**config.mk**
```make
export PLATFORM = sky130hd
export DESIGN_NAME = trig_arb_flat
export DESIGN_NICKNAME = d
export VERILOG_FILES = /design/src/rtl/trig_arb_if.sv /design/src/rtl/trig_arb.sv /design/src/flat_wrapper.sv
export SDC_FILE = /design/constraint.sdc
export NUM_CORES = 1
export LEC_CHECK = 0
export CAP_MARGIN = 15
export CORE_MARGIN = 1
export CORE_UTILIZATION = 40
export CTS_CLUSTER_DIAMETER = 80
export CTS_CLUSTER_SIZE = 12
export DETAILED_ROUTE_END_ITERATION = 8
export PLACE_DENSITY_LB_ADDON = 0.2
export REMOVE_ABC_BUFFERS = 1
export SLEW_MARGIN = 20
export SYNTH_ARGS = -nofsm -noshare
export SYNTH_HDL_FRONTEND = slang
export SYNTH_SLANG_ARGS = --single-unit
```
**constraint.sdc**
```tcl
create_clock -name clk -period 4.8 [get_ports clk]
set_input_delay 0.96 -clock clk [delete_from_list [all_inputs] [get_ports clk]]
set_output_delay 0.96 -clock clk [all_outputs]
set_load 0.01 [all_outputs]
```
**src/rtl/trig_arb_if.sv**
```systemverilog
// Request/response/evaluator bundle for the two-channel sin/cos arbiter.
// slave = arbiter side, master = requester/consumer/evaluator side.
interface trig_arb_if;
  logic        req0_valid, req1_valid;
  logic [15:0] req0_u1, req1_u1;
  logic        req0_ready, req1_ready;
  logic        rsp0_valid, rsp1_valid;
  logic        rsp0_ready, rsp1_ready;
  logic [15:0] rsp0_g0, rsp0_g1, rsp1_g0, rsp1_g1;
  logic [1:0]  rsp0_quad, rsp1_quad;
  logic [15:0] trig_u1;
  logic [15:0] trig_g0, trig_g1;
  logic [1:0]  trig_quad;

  modport slave (
    input  req0_valid, req1_valid, req0_u1, req1_u1, rsp0_ready, rsp1_ready,
           trig_g0, trig_g1, trig_quad,
    output req0_ready, req1_ready, rsp0_valid, rsp1_valid,
           rsp0_g0, rsp0_g1, rsp1_g0, rsp1_g1, rsp0_quad, rsp1_quad, trig_u1
  );

  modport master (
    output req0_valid, req1_valid, req0_u1, req1_u1, rsp0_ready, rsp1_ready,
           trig_g0, trig_g1, trig_quad,
    input  req0_ready, req1_ready, rsp0_valid, rsp1_valid,
           rsp0_g0, rsp0_g1, rsp1_g0, rsp1_g1, rsp0_quad, rsp1_quad, trig_u1
  );
endinterface

```
**src/rtl/trig_arb.sv**
```systemverilog
// Two-channel round-robin front end for one shared sin/cos evaluator; result valid LAT+1 clocks after accept.
// Backpressure: a full result buffer blocks only its own channel. TRIG_ARB_QUAD_FOLD_EN swaps g0/g1 when quad[0]=1.
module trig_arb #(
  parameter int LAT = 1
) (
  input logic     clk,
  input logic     rst_n,
  trig_arb_if.slave bus
);

  typedef enum logic {IDLE, WAIT} state_t;

  state_t      state_q;
  logic [2:0]  cnt_q;
  logic [15:0] op_q;
  logic        owner_q;
  logic        last_q;
  logic [1:0]  vld_q;
  logic [15:0] g0_q [2];
  logic [15:0] g1_q [2];
  logic [1:0]  quad_q [2];

  logic        elig0, elig1, gnt0, gnt1;
  logic [1:0]  pop;
  logic [15:0] cap_g0_d, cap_g1_d;

  assign elig0 = bus.req0_valid & ~vld_q[0];
  assign elig1 = bus.req1_valid & ~vld_q[1];
  // On a tie the channel that did not win last time goes first.
  assign gnt0  = rst_n && (state_q == IDLE) && elig0 && (!elig1 || last_q);
  assign gnt1  = rst_n && (state_q == IDLE) && elig1 && (!elig0 || !last_q);
  assign pop   = vld_q & {bus.rsp1_ready, bus.rsp0_ready};

`ifdef TRIG_ARB_QUAD_FOLD_EN
  assign cap_g0_d = bus.trig_quad[0] ? bus.trig_g1 : bus.trig_g0;
  assign cap_g1_d = bus.trig_quad[0] ? bus.trig_g0 : bus.trig_g1;
`else
  assign cap_g0_d = bus.trig_g0;
  assign cap_g1_d = bus.trig_g1;
`endif

  always_ff @(posedge clk or negedge rst_n) begin
    if (!rst_n) begin
      state_q   <= IDLE;
      cnt_q     <= '0;
      op_q      <= '0;
      owner_q   <= 1'b0;
      last_q    <= 1'b1;
      vld_q     <= '0;
      g0_q[0]   <= '0;
      g0_q[1]   <= '0;
      g1_q[0]   <= '0;
      g1_q[1]   <= '0;
      quad_q[0] <= '0;
      quad_q[1] <= '0;
    end else begin
      // Pop first so a capture for the other channel on the same edge still lands.
      vld_q <= vld_q & ~pop;
      case (state_q)
        IDLE: begin
          if (gnt0 || gnt1) begin
            op_q    <= gnt1 ? bus.req1_u1 : bus.req0_u1;
            owner_q <= gnt1;
            last_q  <= gnt1;
            cnt_q   <= 3'(LAT);
            state_q <= WAIT;
          end
        end
        WAIT: begin
          if (cnt_q == 3'd0) begin
            vld_q[owner_q]  <= 1'b1;
            g0_q[owner_q]   <= cap_g0_d;
            g1_q[owner_q]   <= cap_g1_d;
            quad_q[owner_q] <= bus.trig_quad;
            state_q         <= IDLE;
          end else begin
            cnt_q <= cnt_q - 3'd1;
          end
        end
        default: state_q <= IDLE;
      endcase
    end
  end

  assign bus.req0_ready = gnt0;
  assign bus.req1_ready = gnt1;
  assign bus.trig_u1    = op_q;
  assign bus.rsp0_valid = vld_q[0];
  assign bus.rsp1_valid = vld_q[1];
  assign bus.rsp0_g0    = g0_q[0];
  assign bus.rsp0_g1    = g1_q[0];
  assign bus.rsp1_g0    = g0_q[1];
  assign bus.rsp1_g1    = g1_q[1];
  assign bus.rsp0_quad  = quad_q[0];
  assign bus.rsp1_quad  = quad_q[1];

endmodule
```
**src/flat_wrapper.sv**
```systemverilog
// flat-port wrapper written by rule: the top's interface ports become plain ports
module trig_arb_flat 
#(
  parameter int LAT = 1
)
  (clk, rst_n, bus_req0_valid, bus_req1_valid, bus_req0_u1, bus_req1_u1, bus_rsp0_ready, bus_rsp1_ready, bus_trig_g0, bus_trig_g1, bus_trig_quad, bus_req0_ready, bus_req1_ready, bus_rsp0_valid, bus_rsp1_valid, bus_rsp0_g0, bus_rsp0_g1, bus_rsp1_g0, bus_rsp1_g1, bus_rsp0_quad, bus_rsp1_quad, bus_trig_u1);
  trig_arb_if bus_i ();
  input logic clk;
  input logic rst_n;
  input wire logic [$bits(bus_i.req0_valid)-1:0] bus_req0_valid;
  input wire logic [$bits(bus_i.req1_valid)-1:0] bus_req1_valid;
  input wire logic [$bits(bus_i.req0_u1)-1:0] bus_req0_u1;
  input wire logic [$bits(bus_i.req1_u1)-1:0] bus_req1_u1;
  input wire logic [$bits(bus_i.rsp0_ready)-1:0] bus_rsp0_ready;
  input wire logic [$bits(bus_i.rsp1_ready)-1:0] bus_rsp1_ready;
  input wire logic [$bits(bus_i.trig_g0)-1:0] bus_trig_g0;
  input wire logic [$bits(bus_i.trig_g1)-1:0] bus_trig_g1;
  input wire logic [$bits(bus_i.trig_quad)-1:0] bus_trig_quad;
  output wire logic [$bits(bus_i.req0_ready)-1:0] bus_req0_ready;
  output wire logic [$bits(bus_i.req1_ready)-1:0] bus_req1_ready;
  output wire logic [$bits(bus_i.rsp0_valid)-1:0] bus_rsp0_valid;
  output wire logic [$bits(bus_i.rsp1_valid)-1:0] bus_rsp1_valid;
  output wire logic [$bits(bus_i.rsp0_g0)-1:0] bus_rsp0_g0;
  output wire logic [$bits(bus_i.rsp0_g1)-1:0] bus_rsp0_g1;
  output wire logic [$bits(bus_i.rsp1_g0)-1:0] bus_rsp1_g0;
  output wire logic [$bits(bus_i.rsp1_g1)-1:0] bus_rsp1_g1;
  output wire logic [$bits(bus_i.rsp0_quad)-1:0] bus_rsp0_quad;
  output wire logic [$bits(bus_i.rsp1_quad)-1:0] bus_rsp1_quad;
  output wire logic [$bits(bus_i.trig_u1)-1:0] bus_trig_u1;
  assign bus_i.req0_valid = bus_req0_valid;
  assign bus_i.req1_valid = bus_req1_valid;
  assign bus_i.req0_u1 = bus_req0_u1;
  assign bus_i.req1_u1 = bus_req1_u1;
  assign bus_i.rsp0_ready = bus_rsp0_ready;
  assign bus_i.rsp1_ready = bus_rsp1_ready;
  assign bus_i.trig_g0 = bus_trig_g0;
  assign bus_i.trig_g1 = bus_trig_g1;
  assign bus_i.trig_quad = bus_trig_quad;
  assign bus_req0_ready = bus_i.req0_ready;
  assign bus_req1_ready = bus_i.req1_ready;
  assign bus_rsp0_valid = bus_i.rsp0_valid;
  assign bus_rsp1_valid = bus_i.rsp1_valid;
  assign bus_rsp0_g0 = bus_i.rsp0_g0;
  assign bus_rsp0_g1 = bus_i.rsp0_g1;
  assign bus_rsp1_g0 = bus_i.rsp1_g0;
  assign bus_rsp1_g1 = bus_i.rsp1_g1;
  assign bus_rsp0_quad = bus_i.rsp0_quad;
  assign bus_rsp1_quad = bus_i.rsp1_quad;
  assign bus_trig_u1 = bus_i.trig_u1;
  trig_arb #(.LAT(LAT)) u_core (.clk(clk), .rst_n(rst_n), .bus(bus_i));
endmodule
```
Word level (Yosys, flattened, before mapping)
Index checks and enable logic that the tools add are counted.
{ "totals": {"register_bits": 92, "inputBits": 72, "out_inout_bits": 88, "wordCells": 64} }
{ "op_classes": {"addsub": 1, "magnitude_cmp": 4, "n_eq_ne": 2, "n_mux": 18, "bitwise_logic": 10, "n_reduce_logical": 17} }
{ "op_table": {"columns": ["op", "count"], "rows": [
  ["$bwmux W32", 2],
  ["$mux W16", 2],
  ["$demux W16 S1", 1],
  ["$logic_and A1 B1 Y1", 7],
  ["$mux W2", 3],
  ["$mux W3", 2],
  ["$pmux W3 S2", 1],
  ["$reduce_and A2 Y1", 3],
  ["$and A2 B2 Y2", 2],
  ["$bwmux W4", 1],
  ["$ne A2 B2 Y1 const B", 2],
  ["$logic_not A1 Y1", 3],
  ["$logic_not A3 Y1", 1],
  ["$logic_or A1 B1 Y1", 3],
  ["$mux W1", 3],
  ["$not A1 Y1", 3],
  ["$sub A3 B1 Y3 const B", 1],
  ["$and A1 B1 Y1", 2],
  ["$demux W2 S1", 1],
  ["$ge A2 B2 Y1 const B", 1],
  ["$lt A1 B2 Y1 const B", 1],
  ["$lt A2 B1 Y1 const B", 1],
  ["$not A1 Y2", 1],
  ["$not A2 Y2", 1],
  ["4 further kinds", 4]
]} }

Depth between registers and ports, before layout
{ "depth": {"depth_word": 8, "ltp_mapped": 6, "depth_no_buf": 6} }

Worst setup path before layout
No wires, ideal clock.
{ "synth_timing": {"path_kind": "input port to output port", "startpoint": "input port rst_n", "endpoint": "output port bus_req1_ready", "t_arrival_ns": 1.626, "required_ns": 3.840, "setup_slack_ns": 2.214, "path_stages": 3, "path_cell_list": "nand2b_4 -> a311oi_4 -> buf_6"} }
{ "synth_between": {"elab_chain_len": 3} }
{ "synth_rtl": {"columns": ["item", "line", "rtl"], "rows": [
  ["from (decl)", "flat_wrapper.sv:9", "input logic rst_n;"],
  ["$logic_and A1 B1 Y1 (3 in series)", "trig_arb.sv:31", "assign gnt1 = rst_n && (state_q == IDLE) && elig1 && (!elig0 || !last_q);"],
  ["to (decl)", "flat_wrapper.sv:20", "output wire logic [$bits(bus_i.req1_ready)-1:0] bus_req1_ready;"]
]} }
Every way passes these cells.

Worst setup path in the final report
{ "layout_timing": {"startpoint": "input port bus_req1_valid", "endpoint": "output port bus_req1_ready"} }
{ "layout_between": {"elab_chain_len": 3} }
{ "layout_rtl": {"columns": ["item", "line", "rtl"], "rows": [
  ["from (decl)", "flat_wrapper.sv:11", "input wire logic [$bits(bus_i.req1_valid)-1:0] bus_req1_valid;"],
  ["$and A1 B1 Y1", "trig_arb.sv:28", "assign elig1 = bus.req1_valid & ~vld_q[1];"],
  ["$logic_and A1 B1 Y1 (2 in series)", "trig_arb.sv:31", null]
]} }
Every way passes these cells.

==> summary.txt <==
Run status
  • Outcome: completed

Hold path
  • Worst Min Path Start: u_core.bus.trig_u1[4]
  • Sink of the worst hold path: u_core.bus.trig_u1[4]
  • Hold Path Class: reg -> reg
  • Worst Hold Depth: 2

Synthesis
  • Post-Synth XOR/XNOR Area: 0
  • Cells after synthesis: 229
  • Synthesized cell area: 3550 um^2
  • Post-Synth Adder-Cell Area: 0.00705
  • Ys Warns: 0
  • Yosys top cell by area: dfrtp_1
  • Main combinational cell family by area after synthesis: multiplexers
  • Post-synthesis simple-gate area fraction: 0.0215
  • Synth Register Bits: 92
  • Post-synthesis cell type count: 19
  • Syn Area/Cell: 15.5 um^2
  • Multiplexer area fraction after synthesis: 0.219
  • Ranking of synthesized cells by area: dfrtp_1 64%, mux2_2 22%, a222oi_1 4.5%, inv_1 2.2%, buf_2 1.1%
  • Compound-cell area share of the yosys netlist: 0.0645
  • Post-synthesis sequential area ratio: 0.649
  • Post-synth top area share: 0.642

STA
  • Period utilization: 0.740
  • Relative slew slack: 0.353
  • Fin Hold WS: 0.494 ns
  • Post-layout min period: 3.55 ns
  • Tightest Pin Transition: 0.969 ns
  • Unrepaired setup endpoints after global routing: false
  • Fin worst setup slack: 1.25 ns
  • Final Hold Fails: 0
  • Fmax: 282 MHz
  • Setup Skew: 0.00729 ns
  • Post-route setup TNS: 0 ns
  • Final Max Tran Viols: 0
  • Endpoints failing setup: 0

Die
  • Core region area: 8380 um^2
  • Initial Utilization: 0.423
  • Die height: 96.2 um
  • DIE AREA: 9250 um^2
  • DIE WIDTH: 96.2 um
  • Ports: 160
  • Site row count: 33

GRT
  • First-pass GRT wire length: 12100 um
  • Initial antenna violation count: 0
  • Remaining global-route overflow: 0
  • Largest net degree at the start of global routing: 60
  • Total track usage: 0.175
  • Vias in the first global route: 2469

Setup path
  • Cell family with most CP delay: buffers and inverters
  • Max incr delay on CP: 0.57 ns
  • FF-to-FF setup slack: 2.55 ns
  • R2R Path Start: u_core.cnt_q[0]
  • Worst path cell trace: clkdlybuf4s50_1 > nand2b_1 > a311oi_4 > buf_4 > clkdlybuf4s50_1
  • WS Path Type: in -> out
  • Worst Path Max Fanout: 19
  • Worst path slowest cell: clkdlybuf4s50_1
  • Critical Path Source Type: input pin
  • R2R cell count: 5
  • CP dominant cell by count: clkdlybuf4s50_1
  • Crit path buffers/inverters: 3
  • Critical path data arrival time: 2.59 ns
  • Crit path required time: 3.84 ns
  • CP Capture Type: output port
  • Reg2reg end: u_core.bus.rsp1_g0[5]

Routing
  • Vias per cell: 4.97
  • Initial DRC count: 80
  • First drt pass iteration count: 4
  • Post-route DRC violation count: 0
  • Post-DRT Antenna Nets: 0
  • Via count: 2501
  • WL final: 8100 um
  • WL per Instance: 16.1 um

Layout
  • FF/Latch Area: 2300 um^2
  • Area of the multi-input gates: 1110 um^2
  • Layout cell share with drive strength beyond 1: 0.236
  • Design Area, Final: 5480 um^2
  • Layout area overhead: 54.4%
  • Non-Filler Instances: 503
  • Antenna Cells: 0
  • # nets final: 468
  • Fillers: 649
  • Final core occ: 0.654

Power and ir drop
  • Proportion of power drawn by flip-flops and latches: 0.384
  • P_leak: 2.39 nW
  • Tot Pwr: 3.57 mW
  • Pwr Density: 652 nW/um^2
  • Int Power: 2.50 mW
  • Peak VDD IR: 0.347 mV
  • Clock share of power: 0.151
  • P_sw: 1.07 mW
  • Comb power frac: 0.465
  • Sw Ratio: 0.299

Placed design
  • Routability Congestion: 0.699
  • Number of port buffers: 159
  • Pre-CTS WS: 1.24 ns
  • Hpwl dp: 5800 um
  • Placed Cells: 488
  • Post-Place Cell Area: 5270 um^2

CTS
  • CTS Buffer Depth: 2
  • Number of H-tree levels: 3
  • Num CTS Buffers: 9
  • Worst-path clk slew: 0.07 ns
  • Post-CTS Resized: 0
  • Post-CTS Setup Inserts: 0
  • Hold_buf cts: 0
  • CTS root buf: clkbuf_8
  • Clock latency on the worst-skew pair: 0.34 ns
  • CTS tree: done
  • CTS sink count: 92

Flow run
  • Max cap viols: 0
## routing by layer
| metal | part of all wire | track usage |
|---|---|---|
| met2 | 0.47 | 0.282 |
| met5 | 0 | 0 |
| met3 | 0.13 | 0.0782 |
| met4 | 0.011 | 0.0634 |
| met1 | 0.40 | 0.207 |
## logic make-up (layout without fill, tap and decap cells)
group / Yosys count / in the layout
buffers and inverters: 31 / 200
AND/OR/NAND/NOR: 11 / 11
AO/OA/AOI/OAI: 24 / 24
flip-flops: 92 / 92
multiplexers: 69 / 69
adder cells (fa/ha/maj): 2 / 2
## state kept, by name (all words and copies together), names as in the netlist
| register | cells |
|---|---|
| u_core.bus.rsp0_g0 | 16 |
| u_core.bus.rsp0_g1 | 16 |
| u_core.bus.rsp0_quad | 2 |
| u_core.bus.rsp1_g0 | 16 |
| u_core.bus.rsp1_g1 | 16 |
| u_core.bus.rsp1_quad | 2 |
| u_core.bus.trig_u1 | 16 |
| u_core.cnt_q | 3 |
| u_core.last_q | 1 |
| u_core.owner_q | 1 |
| u_core.state_q | 1 |
| u_core.vld_q | 2 |
## how the worst max path moves through the flow
stage	from	slack, ns	cells past startpoint	endpoint
after floorplan	bus_req1_valid	2.16	2	bus_req0_ready
after global placement	bus_req1_valid	1.28	5	bus_req1_ready
after detailed placement	bus_req1_valid	1.24	5	bus_req1_ready
after CTS	bus_req1_valid	1.23	5	bus_req1_ready
after global routing	bus_req1_valid	1.17	5	bus_req1_ready
final	bus_req1_valid	1.25	5	bus_req1_ready
## worst reg2reg max path, stage by stage, from the launching register on
cell and delay [ns]:
dfrtp_1 0.37, inv_1 0.07, ha_1 0.16, ha_1 0.19
nand3_2 0.75, mux2_2 0.59
## Yosys cell counts
cell and n:
a222oi_1 16, ha_1 2, nand3b_1 1, o21ai_0 4, nor3_2 1, nand2b_1 3
nor3b_1 1, nand2b_4 1, mux2_2 69, dfstp_2 1, a311oi_4 1, nand2_1 1
buf_4 1, inv_1 21, dfrtp_1 91, buf_6 1, nand3_1 3, buf_2 8
a21o_1 3
## power groups by stage
stage          combinational (mW)  sequential [mW]  clock [mW]
2_1_floorplan               0.557             1.55           0
3_3_place_gp                 1.66             1.37           0
3_5_place_dp                 1.68             1.39           0
4_1_cts                      1.69             1.38       0.555
5_1_grt                      1.79             1.42       0.586
6_report                     1.66             1.37       0.538
## cell usage in the layout (no fill, tap or decap)
cell,synthesis,routed
o21ai_0,4,4
nand3_2,0,1
a222oi_1,16,16
dfrtp_1,91,91
bufinv_16,0,2
nand3b_1,1,1
a21o_1,3,3
ha_1,2,2
clkbuf_1,0,1
nor3_2,1,1
clkbuf_8,0,9
clkinvlp_4,0,1
nand2_1,1,1
clkinv_2,0,2
a311oi_4,1,1
buf_4,1,5
nor3b_1,1,1
buf_16,0,1
nand2b_1,3,3
dfstp_2,1,1
mux2_2,69,69
inv_1,21,21
clkdlybuf4s50_1,0,158
nand3_1,3,2
nand2b_4,1,1
## layout make-up
type                       instances  share of cell area
clock buffer                      10              0.0233
inverter                          21              0.0144
tap                              105              0.0240
timing repair buffer             164               0.301
clock inverter                     5              0.0142
multi-input combinational        106               0.203
sequential                        92               0.421
(Power assumes the default switching activity.)
